<file path="src/rtl/spi_stream_fetcher.sv">
// spi_stream_fetcher: SPI fetch sequencer with fuzzy sync-header hunt and per-channel payload demux
module spi_stream_fetcher #(
  parameter int WORD_W = 8,
  parameter int CMD_W = 8,
  parameter logic [CMD_W-1:0] CMD = 8'hAA,
  parameter int HDR_W = 8,
  parameter logic [HDR_W-1:0] HEADER = 8'hFF,
  parameter int HDR_TOL = 1,
  parameter int NUM_CH = 2,
  parameter int LEN_W = 16,
  parameter int HUNT_MAX = 4096
) (
  input  logic                    CLK_40,
  input  logic                    reset,
  input  logic                    SPI_clk_en,
  input  logic                    start,
  input  logic                    frame_done,
  input  logic [NUM_CH*LEN_W-1:0] ch_len,
  input  logic [NUM_CH-1:0]       ch_full,
  input  logic                    MISO,
  output logic                    MOSI,
  output logic                    chip_select,
  output logic [WORD_W-1:0]       wr_data,
  output logic [NUM_CH-1:0]       wr_en,
  output logic                    busy,
  output logic                    done,
  output logic                    err_timeout
);
  localparam int CH_W = $clog2(NUM_CH + 1);
  localparam int HC_W = $clog2(HUNT_MAX + 1);
  localparam int BC_W = $clog2((CMD_W > WORD_W ? CMD_W : WORD_W) + 1);
  typedef enum logic [2:0] {S_IDLE, S_CMD, S_HUNT, S_RECV, S_FIN} state_t;
  state_t state, state_n;
  logic [BC_W-1:0] bit_cnt;
  logic [HDR_W-1:0] sreg, sreg_n;
  logic [WORD_W-1:0] shift_word;
  logic [LEN_W-1:0] lens [NUM_CH];
  logic [LEN_W-1:0] word_cnt, cur_len;
  logic [CH_W-1:0] ch, first_nz, next_nz;
  logic [HC_W-1:0] hunt_cnt;
  logic [CMD_W-1:0] cmd_sh;
  logic pend, cur_full, match, cmd_last, word_last, hunt_last, ch_end;
  assign sreg_n = {sreg[HDR_W-2:0], MISO};
  assign match = $countones(~(sreg_n ^ HEADER)) >= HDR_W - HDR_TOL;
  assign cmd_sh = CMD << bit_cnt;
  assign cmd_last = bit_cnt == BC_W'(CMD_W - 1);
  assign word_last = bit_cnt == BC_W'(WORD_W - 1);
  assign hunt_last = hunt_cnt == HC_W'(HUNT_MAX - 1);
  assign ch_end = word_cnt + LEN_W'(1) == cur_len || cur_full;
  assign MOSI = state == S_CMD && cmd_sh[CMD_W-1];
  assign chip_select = !(state inside {S_CMD, S_HUNT, S_RECV});
  assign busy = state != S_IDLE;
  // ch == NUM_CH means every channel has ended; zero-length channels are skipped
  always_comb begin
    first_nz = CH_W'(NUM_CH);
    next_nz = CH_W'(NUM_CH);
    cur_len = '0;
    cur_full = 1'b0;
    wr_en = '0;
    for (int c = NUM_CH - 1; c >= 0; c--) begin
      first_nz = lens[c] != '0 ? CH_W'(c) : first_nz;
      next_nz = lens[c] != '0 && CH_W'(c) > ch ? CH_W'(c) : next_nz;
      cur_len = CH_W'(c) == ch ? lens[c] : cur_len;
      cur_full = CH_W'(c) == ch ? ch_full[c] : cur_full;
      wr_en[c] = pend && state == S_RECV && CH_W'(c) == ch;
    end
  end
  always_comb begin
    state_n = state;
    case (state)
      S_IDLE: state_n = start || frame_done ? S_CMD : S_IDLE;
      S_CMD:  state_n = SPI_clk_en && cmd_last ? S_HUNT : S_CMD;
      S_HUNT: state_n = !SPI_clk_en ? S_HUNT : match ? S_RECV : hunt_last ? S_IDLE : S_HUNT;
      S_RECV: state_n = SPI_clk_en && ch == CH_W'(NUM_CH) ? S_FIN : S_RECV;
      S_FIN:  state_n = SPI_clk_en ? S_IDLE : S_FIN;
      default: state_n = S_IDLE;
    endcase
  end
  always_ff @(posedge CLK_40) begin
    if (reset) begin
      state <= S_IDLE;
      bit_cnt <= '0;
      sreg <= '0;
      shift_word <= '0;
      word_cnt <= '0;
      ch <= '0;
      hunt_cnt <= '0;
      pend <= 1'b0;
      wr_data <= '0;
      done <= 1'b0;
      err_timeout <= 1'b0;
      for (int c = 0; c < NUM_CH; c++) lens[c] <= '0;
    end else begin
      state <= state_n;
      done <= state == S_RECV && state_n == S_FIN;
      err_timeout <= state == S_HUNT && state_n == S_IDLE;
      pend <= 1'b0;
      if (state == S_IDLE && state_n == S_CMD) begin
        for (int c = 0; c < NUM_CH; c++) lens[c] <= ch_len[c*LEN_W +: LEN_W];
        bit_cnt <= '0;
        word_cnt <= '0;
        hunt_cnt <= '0;
        ch <= '0;
      end
      if (SPI_clk_en && state == S_CMD) begin
        bit_cnt <= cmd_last ? '0 : bit_cnt + 1'b1;
        sreg <= '0;
      end
      if (SPI_clk_en && state == S_HUNT) begin
        sreg <= sreg_n;
        hunt_cnt <= hunt_cnt + 1'b1;
        if (match) ch <= first_nz;
      end
      // the word is staged here and strobed in the following cycle via pend
      if (SPI_clk_en && state == S_RECV) begin
        shift_word <= {shift_word[WORD_W-2:0], MISO};
        bit_cnt <= word_last ? '0 : bit_cnt + 1'b1;
        if (word_last && ch != CH_W'(NUM_CH)) begin
          pend <= 1'b1;
          wr_data <= {shift_word[WORD_W-2:0], MISO};
        end
      end
      if (pend) begin
        word_cnt <= ch_end ? '0 : word_cnt + 1'b1;
        if (ch_end) ch <= next_nz;
      end
    end
  end
endmodule

</file>
<file path="config.mk">
export PLATFORM = sky130hd
export DESIGN_NAME = spi_stream_fetcher
export DESIGN_NICKNAME = d
export VERILOG_FILES = /design/src/rtl/spi_stream_fetcher.sv
export SDC_FILE = /design/constraint.sdc
export NUM_CORES = 1
export LEC_CHECK = 0
export CAP_MARGIN = 20
export CORE_MARGIN = 1.5
export CORE_UTILIZATION = 57
export DETAILED_ROUTE_END_ITERATION = 12
export PLACE_DENSITY = 0.8
export SLEW_MARGIN = 0
export SYNTH_ARGS = -nofsm -noshare
export SYNTH_HDL_FRONTEND = slang
export SYNTH_SLANG_ARGS = --single-unit
</file>
<file path="constraint.sdc">
create_clock -name CLK_40 -period 5.5 [get_ports CLK_40]
set_input_delay 1.375 -clock CLK_40 [delete_from_list [all_inputs] [get_ports CLK_40]]
set_output_delay 1.375 -clock CLK_40 [all_outputs]
set_load 0.02 [all_outputs]
</file>
# Word level (Yosys, flattened, before mapping)
# Memories as Yosys holds them, arrays and structs flattened.
# Index checks and enable logic that the tools add are counted.
word_totals:
  mem_count: 1
  elab_cells: 114
  ram_bits: 32
  inputBits: 40
  output_inout_bits: 15
  regBits: 63
op_classes:
  n_bitwise: 5
  reduce_logical: 31
  shifts: 1
  n_eq_ne: 12
  addsub: 10
  order_cmp: 3
  n_mux: 40
mem_list:
  columns: ["memory", "words", "word_bits", "read_ports", "rd_ports_with_merged_regs", "write_ports", "line_no", "source"]
  rows:
  - ["lens", 2, 16, 2, 0, 2, "37", "logic [LEN_W-1:0] lens [NUM_CH];"]
op_table:
  columns: ["cell", "count"]
  rows:
  - ["2-to-1 mux 16 bit", 7]
  - ["nonzero test 16 bit", 2]
  - ["2-to-1 mux 13 bit", 2]
  - ["2-to-1 mux 2 bit", 13]
  - ["adder 16 x 1 -> 16 bit, second input constant", 1]
  - ["== test 16 bit", 1]
  - ["2-to-1 mux 4 bit", 4]
  - ["inverter 8 bit", 2]
  - ["logical AND 1 bit", 15]
  - ["one-hot mux 3 bit (5 select lines)", 1]
  - ["2-to-1 mux 7 bit", 2]
  - ["adder 13 x 1 -> 13 bit, second input constant", 1]
  - ["== test 13 x 12 -> 1 bit, second input constant", 1]
  - ["2-to-1 mux 1 bit", 9]
  - ["nonzero test 3 bit", 3]
  - ["adder 1 x 1 -> 2 bit", 4]
  - ["<< shifter 8 x 4 -> 8 bit, first input constant", 1]
  - ["adder 2 x 2 -> 3 bit", 2]
  - ["== test 3 x 1 -> 1 bit, second input constant", 2]
  - ["== test 3 x 2 -> 1 bit, second input constant", 2]
  - ["== test 3 bit, second input constant", 2]
  - ["zero test 3 bit", 2]
  - ["2-to-1 mux 3 bit", 2]
  - ["nonzero test 2 bit", 3]
  - ["15 further kinds", 18]

# Depth between registers and ports, before layout
# Gate-level depths: netlist (run 1).
depth:
  ltp_word: 16
  mapped_depth: 15
  ltp_nobuf: 15

# Worst setup path after synthesis (run 1)
# No wires, ideal clock.
synth_path:
  path_kind: "input port to flip-flop"
  startpoint: "in MISO"
  endpoint: "reg ch[1]"
  setup_time_ns: 0.132
  n_path_buf: 0
  required_ns: 5.368
  path_slack_ns: 1.071
  path_stages: 15
  arrival_ns: 4.297
  cell_sequence: "inv_1 fa_1 fa_1 fa_1 inv_1 ha_1 fa_1 xor2_1 a32o_1 nand2_1 nor2_1 nand2_1 o21ai_0 o21ai_1 a21oi_1"
synth_between:
  elab_chain_cells: 16
synth_rtl:
  columns: ["item", "line_no", "source"]
  rows:
  - ["start, declared", "20", "input logic MISO,"]
  - ["inverter 8 bit (no line) *", null, null]
  - ["inverter 8 bit *", "44", "assign match = $countones(~(sreg_n ^ HEADER)) >= HDR_W - HDR_TOL;"]
  - ["adder 1 x 1 -> 2 bit (implied by the code) *", "44", null]
  - ["adder 2 x 2 -> 3 bit (implied by the code) *", "44", null]
  - ["adder 3 x 3 -> 4 bit (implied by the code) *", "44", null]
  - ["greater-or-equal comparator 4 x 3 -> 1 bit *", "44", null]
  - ["2-to-1 mux 2 bit (2 in a row)", "73", "S_HUNT: state_n = !SPI_clk_en ? S_HUNT : match ? S_RECV : hunt_last ? S_IDLE : S_HUNT;"]
  - ["one-hot mux 3 bit (5 select lines)", "70", "case (state)"]
  - ["== test 3 x 1 -> 1 bit", "98", "if (state == S_IDLE && state_n == S_CMD) begin"]
  - ["logical AND 1 bit", "98", null]
  - ["2-to-1 mux 2 bit", "98", null]
  - ["2-to-1 mux 2 bit", "112", "if (match) ch <= first_nz;"]
  - ["2-to-1 mux 2 bit *", "109", "if (SPI_clk_en && state == S_HUNT) begin"]
  - ["2-to-1 mux 2 bit", "125", "if (ch_end) ch <= next_nz;"]
  - ["2-to-1 mux 2 bit *", "123", "if (pend) begin"]
  - ["end signal, assigned", "112", null]
  - ["end signal, assigned", "125", null]
  - ["end, declared", "39", "logic [CH_W-1:0] ch, first_nz, next_nz;"]
# Mark *: on every way between the ends. The rest lies on a longest branch, timed or not.
# A chain may end at the register's enable or synchronous reset.

# Worst setup path in the final report (run 1)
# Same ends and word-level chain as after synthesis.

==> results of run 1 <==
==> registers in the layout, indices dropped and copies added (netlist names) <==
signal	count
done	1
pend	1
bit_cnt	4
sreg	7
hunt_cnt	13
word_cnt	16
ch	2
lens	32
wr_data	8
shift_word	7
err_timeout	1
state	3
==> layout by cell type, fill, tap and decap left out, drive strengths merged, types with 4 or more instances in the layout <==
| master | n |
|---|---|
| nor2 | 81 |
| dfxtp | 63 |
| clkdlybuf4s50 | 53 |
| nand2 | 52 |
| and3 | 41 |
| a21oi | 33 |
| edfxtp | 32 |
| inv | 28 |
| mux2i | 25 |
| nand3 | 22 |
| nor4 | 16 |
| o21ai | 16 |
| xnor2 | 14 |
| nor3 | 14 |
| a31oi | 12 |
| clkbuf | 10 |
| a22oi | 9 |
| ha | 8 |
| buf | 6 |
| nand4 | 6 |
| or2 | 5 |
| or3 | 5 |
| nor2b | 4 |
| and4 | 4 |
| nand2b | 4 |
| fa | 4 |
==> where the power goes <==
part | internal (W) | total (W) | leakage (nW) | switching [W]
clock network | 0.000209 | 0.000487 | 0.111 | 0.000279
logic | 0.0000741 | 0.000165 | 1.25 | 0.0000906
registers | 0.000755 | 0.000774 | 0.860 | 0.0000189
total | 0.00104 | 0.00143 | 2.22 | 0.000388
==> cell families after synthesis <==
| kind of cell | after synthesis | share of synthesized area |
|---|---|---|
| muxes | 26 | 0.0524 |
| buffers and inverters | 56 | 0.0491 |
| xor gates and xnor gates | 20 | 0.0414 |
| DFF | 95 | 0.425 |
| and+or+nand+nor | 265 | 0.265 |
| adders and majority gates | 12 | 0.0345 |
| AOI/OAI and AO/OA | 102 | 0.132 |
==> layout make-up <==
| cell class | count | area (um2) |
|---|---|---|
| clock buffers | 10 | 149 |
| clock inverters | 6 | 67.6 |
| well taps | 108 | 135 |
| fillers | 718 | 2830 |
| flip-flops and latches | 95 | 2220 |
| inverters | 23 | 86.3 |
| repair buffers | 59 | 573 |
| multi-input cells | 425 | 2750 |
==> final timing paths <==
| kind | from | endpoint | cells past startpoint |
|---|---|---|---|
| max | MISO | ch[1] | 16 |
| min reg2reg | shift_word[6] | shift_word[6] | 2 |
| max reg2reg | sreg[0] | ch[1] | 15 |
| min | shift_word[6] | shift_word[6] | 2 |
==> worst reg2reg max path, stage by stage (launching register included) <==
cell and delay [ns]:
sky130_fd_sc_hd__dfxtp_1 0.37, sky130_fd_sc_hd__inv_1 0.07, sky130_fd_sc_hd__fa_1 0.52, sky130_fd_sc_hd__fa_1 0.42, sky130_fd_sc_hd__fa_1 0.49, sky130_fd_sc_hd__inv_1 0.05, sky130_fd_sc_hd__ha_1 0.20, sky130_fd_sc_hd__fa_1 0.38
sky130_fd_sc_hd__xor2_1 0.15, sky130_fd_sc_hd__a32o_1 0.27, sky130_fd_sc_hd__nand2_1 0.11, sky130_fd_sc_hd__nor2_1 0.07, sky130_fd_sc_hd__nand2_1 0.08, sky130_fd_sc_hd__o21ai_0 0.08, sky130_fd_sc_hd__o21ai_1 0.15, sky130_fd_sc_hd__a21oi_1 0.07
==> layer usage <==
metal | track usage | part of all wire | vias up
li1 | - | - | 2151
met4 | 0.0901 | 0.018 | 0
met3 | 0.0333 | 0.067 | 22
met5 | 0 | 0 | -
met1 | 0.368 | 0.44 | 2080
met2 | 0.409 | 0.48 | 171
==> through the flow <==
step	total power [W]	cell area [um2]
3_3_place_gp	0.000945	5760
3_5_place_dp	0.000951	5760
4_1_cts	0.00143	5980
2_1_floorplan	0.000887	5230
6_report	0.00143	5980
5_1_grt	0.00149	5980
==> summary by stage, run 1 <==
Route
The remaining antenna violation count after routing is 0. The post-route DRC violation count is 1. For this block, the initial DRC count from the detailed router was 323. The average detailed-routed wire length per instance is 16.6 um. The final route contains 4424 vias. The mean number of vias per cell is 6.09. The wire length reported by the detailed router is 12000 um.

The pre-antenna-repair detailed-routing pass consisted of 11 iterations.

Outcome
The flow ran to the end, but the final reports show violations. The checks that failed: design-rule violations.

Yosys
The proportion of synthesized chip area in sequential cells is 0.425. Among all cell types in the netlist, the one instantiated most often is sky130_fd_sc_hd__nor2_1. The average size of a mapped cell is 9.07 um2.

Synthesis instantiated 71 different standard cells from the library. Among all flip-flop cells after synthesis, the most frequent one is sky130_fd_sc_hd__dfxtp_1. The synthesized design contains 95 register bits.

The warning count from the yosys run is 0. The fraction of synthesis flops using an asynchronous set or reset pin is 0. Summed over all instances, the cell type with the most area after synthesis is sky130_fd_sc_hd__dfxtp_1. The number of nets in the synthesized netlist is 628.

The share of synthesized area in the top cell type comes to 0.241. By area the synthesized netlist is led by sky130_fd_sc_hd__dfxtp_1 (24%), sky130_fd_sc_hd__edfxtp_1 (18%), sky130_fd_sc_hd__nor2_1 (5.6%). By count the netlist is led by sky130_fd_sc_hd__nor2_1 (78), sky130_fd_sc_hd__dfxtp_1 (63), sky130_fd_sc_hd__nand2_1 (52). The count of flip-flops with a built-in enable after synthesis is 32. Summing every instance area after synthesis gives 5230 um2. Counting every instance in the synthesized netlist gives 576.

CTS
The deepest clock path buffer count is 2. The TritonCTS sink count is 95. The clock tree from TritonCTS is built.

Buffers inserted to repair hold after CTS numbered 0. Gates resized during post-CTS repair numbered 0. The cell at the root of the clock tree is sky130_fd_sc_hd__clkbuf_8. Clock-pin slew was measured on the worst setup and hold paths at 0.11 ns.

The number of setup buffers added after CTS is 0. The clock latency on the worst-skew pair is 0.37 ns. CTS built an H-tree with a depth of 3. The number of buffers added by the clock tree synthesis step is 9.

Floorplan
The floorplan die height is 98.7 um. 55 I/O pins were placed. The core region is 8810 um2.

The die width is 98.7 um. For this configuration, the core starts out at a cell density of 0.593. The die covers 9750 um2.

The number of standard-cell rows in the floorplan is 34.

Cells and area
The count of placed standard cells in the final layout, fillers left out is 726. Relative to the synthesized area, the layout overhead comes to 14.4%. The number of antenna diodes in the final layout is 0. At the end of the flow, the number of nets in the layout was 665.

The layout cell share with drive strength beyond 1 is 0.0761. The utilization after layout is 0.679.

GRT
For this run, the total global-route usage over all layers was measured as 0.259. The number of antenna violations at the first check in global routing was 0. Summed over all layers, the global routing overflow is 0.

The first-pass GRT wire length is 20300 um. The via count of the first global-routing pass is 4220. The pin count of the biggest net entering global routing is 54.

Worst setup path
The kind of cell adding the most delay to the critical path is adder cells. The worst reg-to-reg setup slack is 1.88 ns. The endpoint class of the critical path is a register. The kind of critical path is in2reg. In this run the worst path has a maximum fanout of 4. The signal arrival time at the worst endpoint is 5.05 ns. The data required time at the worst endpoint is 5.73 ns. The most numerous cell type found on the critical path is sky130_fd_sc_hd__fa_1. The worst setup path is launched from a primary input. Counting both buffers and inverters, the worst setup path holds a total of 3. The largest stage delay on the critical path is 0.55 ns. The critical path goes through clkdlybuf4s50_1 -> inv_1 -> fa_1 -> fa_1 -> fa_1 -> inv_1 -> ha_1 -> fa_1 -> xor2_1 -> a32o_1 -> nand2_1 -> nor2_1 -> nand2_1 -> o21ai_0 -> o21ai_1 -> a21oi_1. The slowest stage of the critical path belongs to the cell sky130_fd_sc_hd__fa_1.

Hold path
The path class of the tightest hold or removal check is reg2reg.

Flow run
Max-cap violations in this run came to 0.

Power and ir drop
Summed over all cells, the static leakage comes to 2.22 nW. The power density over cell area is 238 nW/um2. The maximum vdd drop is 134 uV.

STA
The hold violation total from the final report came to 0. The part of the cycle the worst path needs is 0.876. Setup repair after global routing left no endpoint under its margin.

Setup violations remaining at the end of the flow were counted as 0. The worst hold margin is 0.471 ns. After routing, the total negative slack on setup checks comes to 0 ns.

The max-slew violation count was 0. The worst-case headroom to the max-slew limit is 0.360. The worst path meets setup with 0.684 ns of slack.

The worst path in the final design needs a cycle of 4.82 ns, including I/O delays and setup. The pin slew with the least headroom to its limit is 0.959 ns. The top achievable clock speed is 0.208 GHz. On the final layout, the worst clock skew is 0.0130 ns.

Place
The weighted congestion at the end of routability-driven global placement is 0.904. The total of buffers placed on input and output ports is 54. The pre-CTS worst setup slack is 0.303 ns.

The placed wire-length estimate is 8460 um. In this run, placement finished with an instance count of 710.
Note: power is estimated with default switching activity, not from simulation.
==> run 2, diff against run 1 <==
- CTS_CLUSTER_SIZE: unset -> 40
- SKIP_CTS_REPAIR_TIMING: unset -> 1
- SLEW_MARGIN: 0 -> 20
==> results of run 2 <==
Same layout as run 1: the final DEF is identical, and so are final timing and power.
==> run 3, diff against run 2 <==
- SKIP_LAST_GASP: unset -> 1
==> results of run 3 <==
Same layout as run 1: the final DEF is identical, and so are final timing and power.
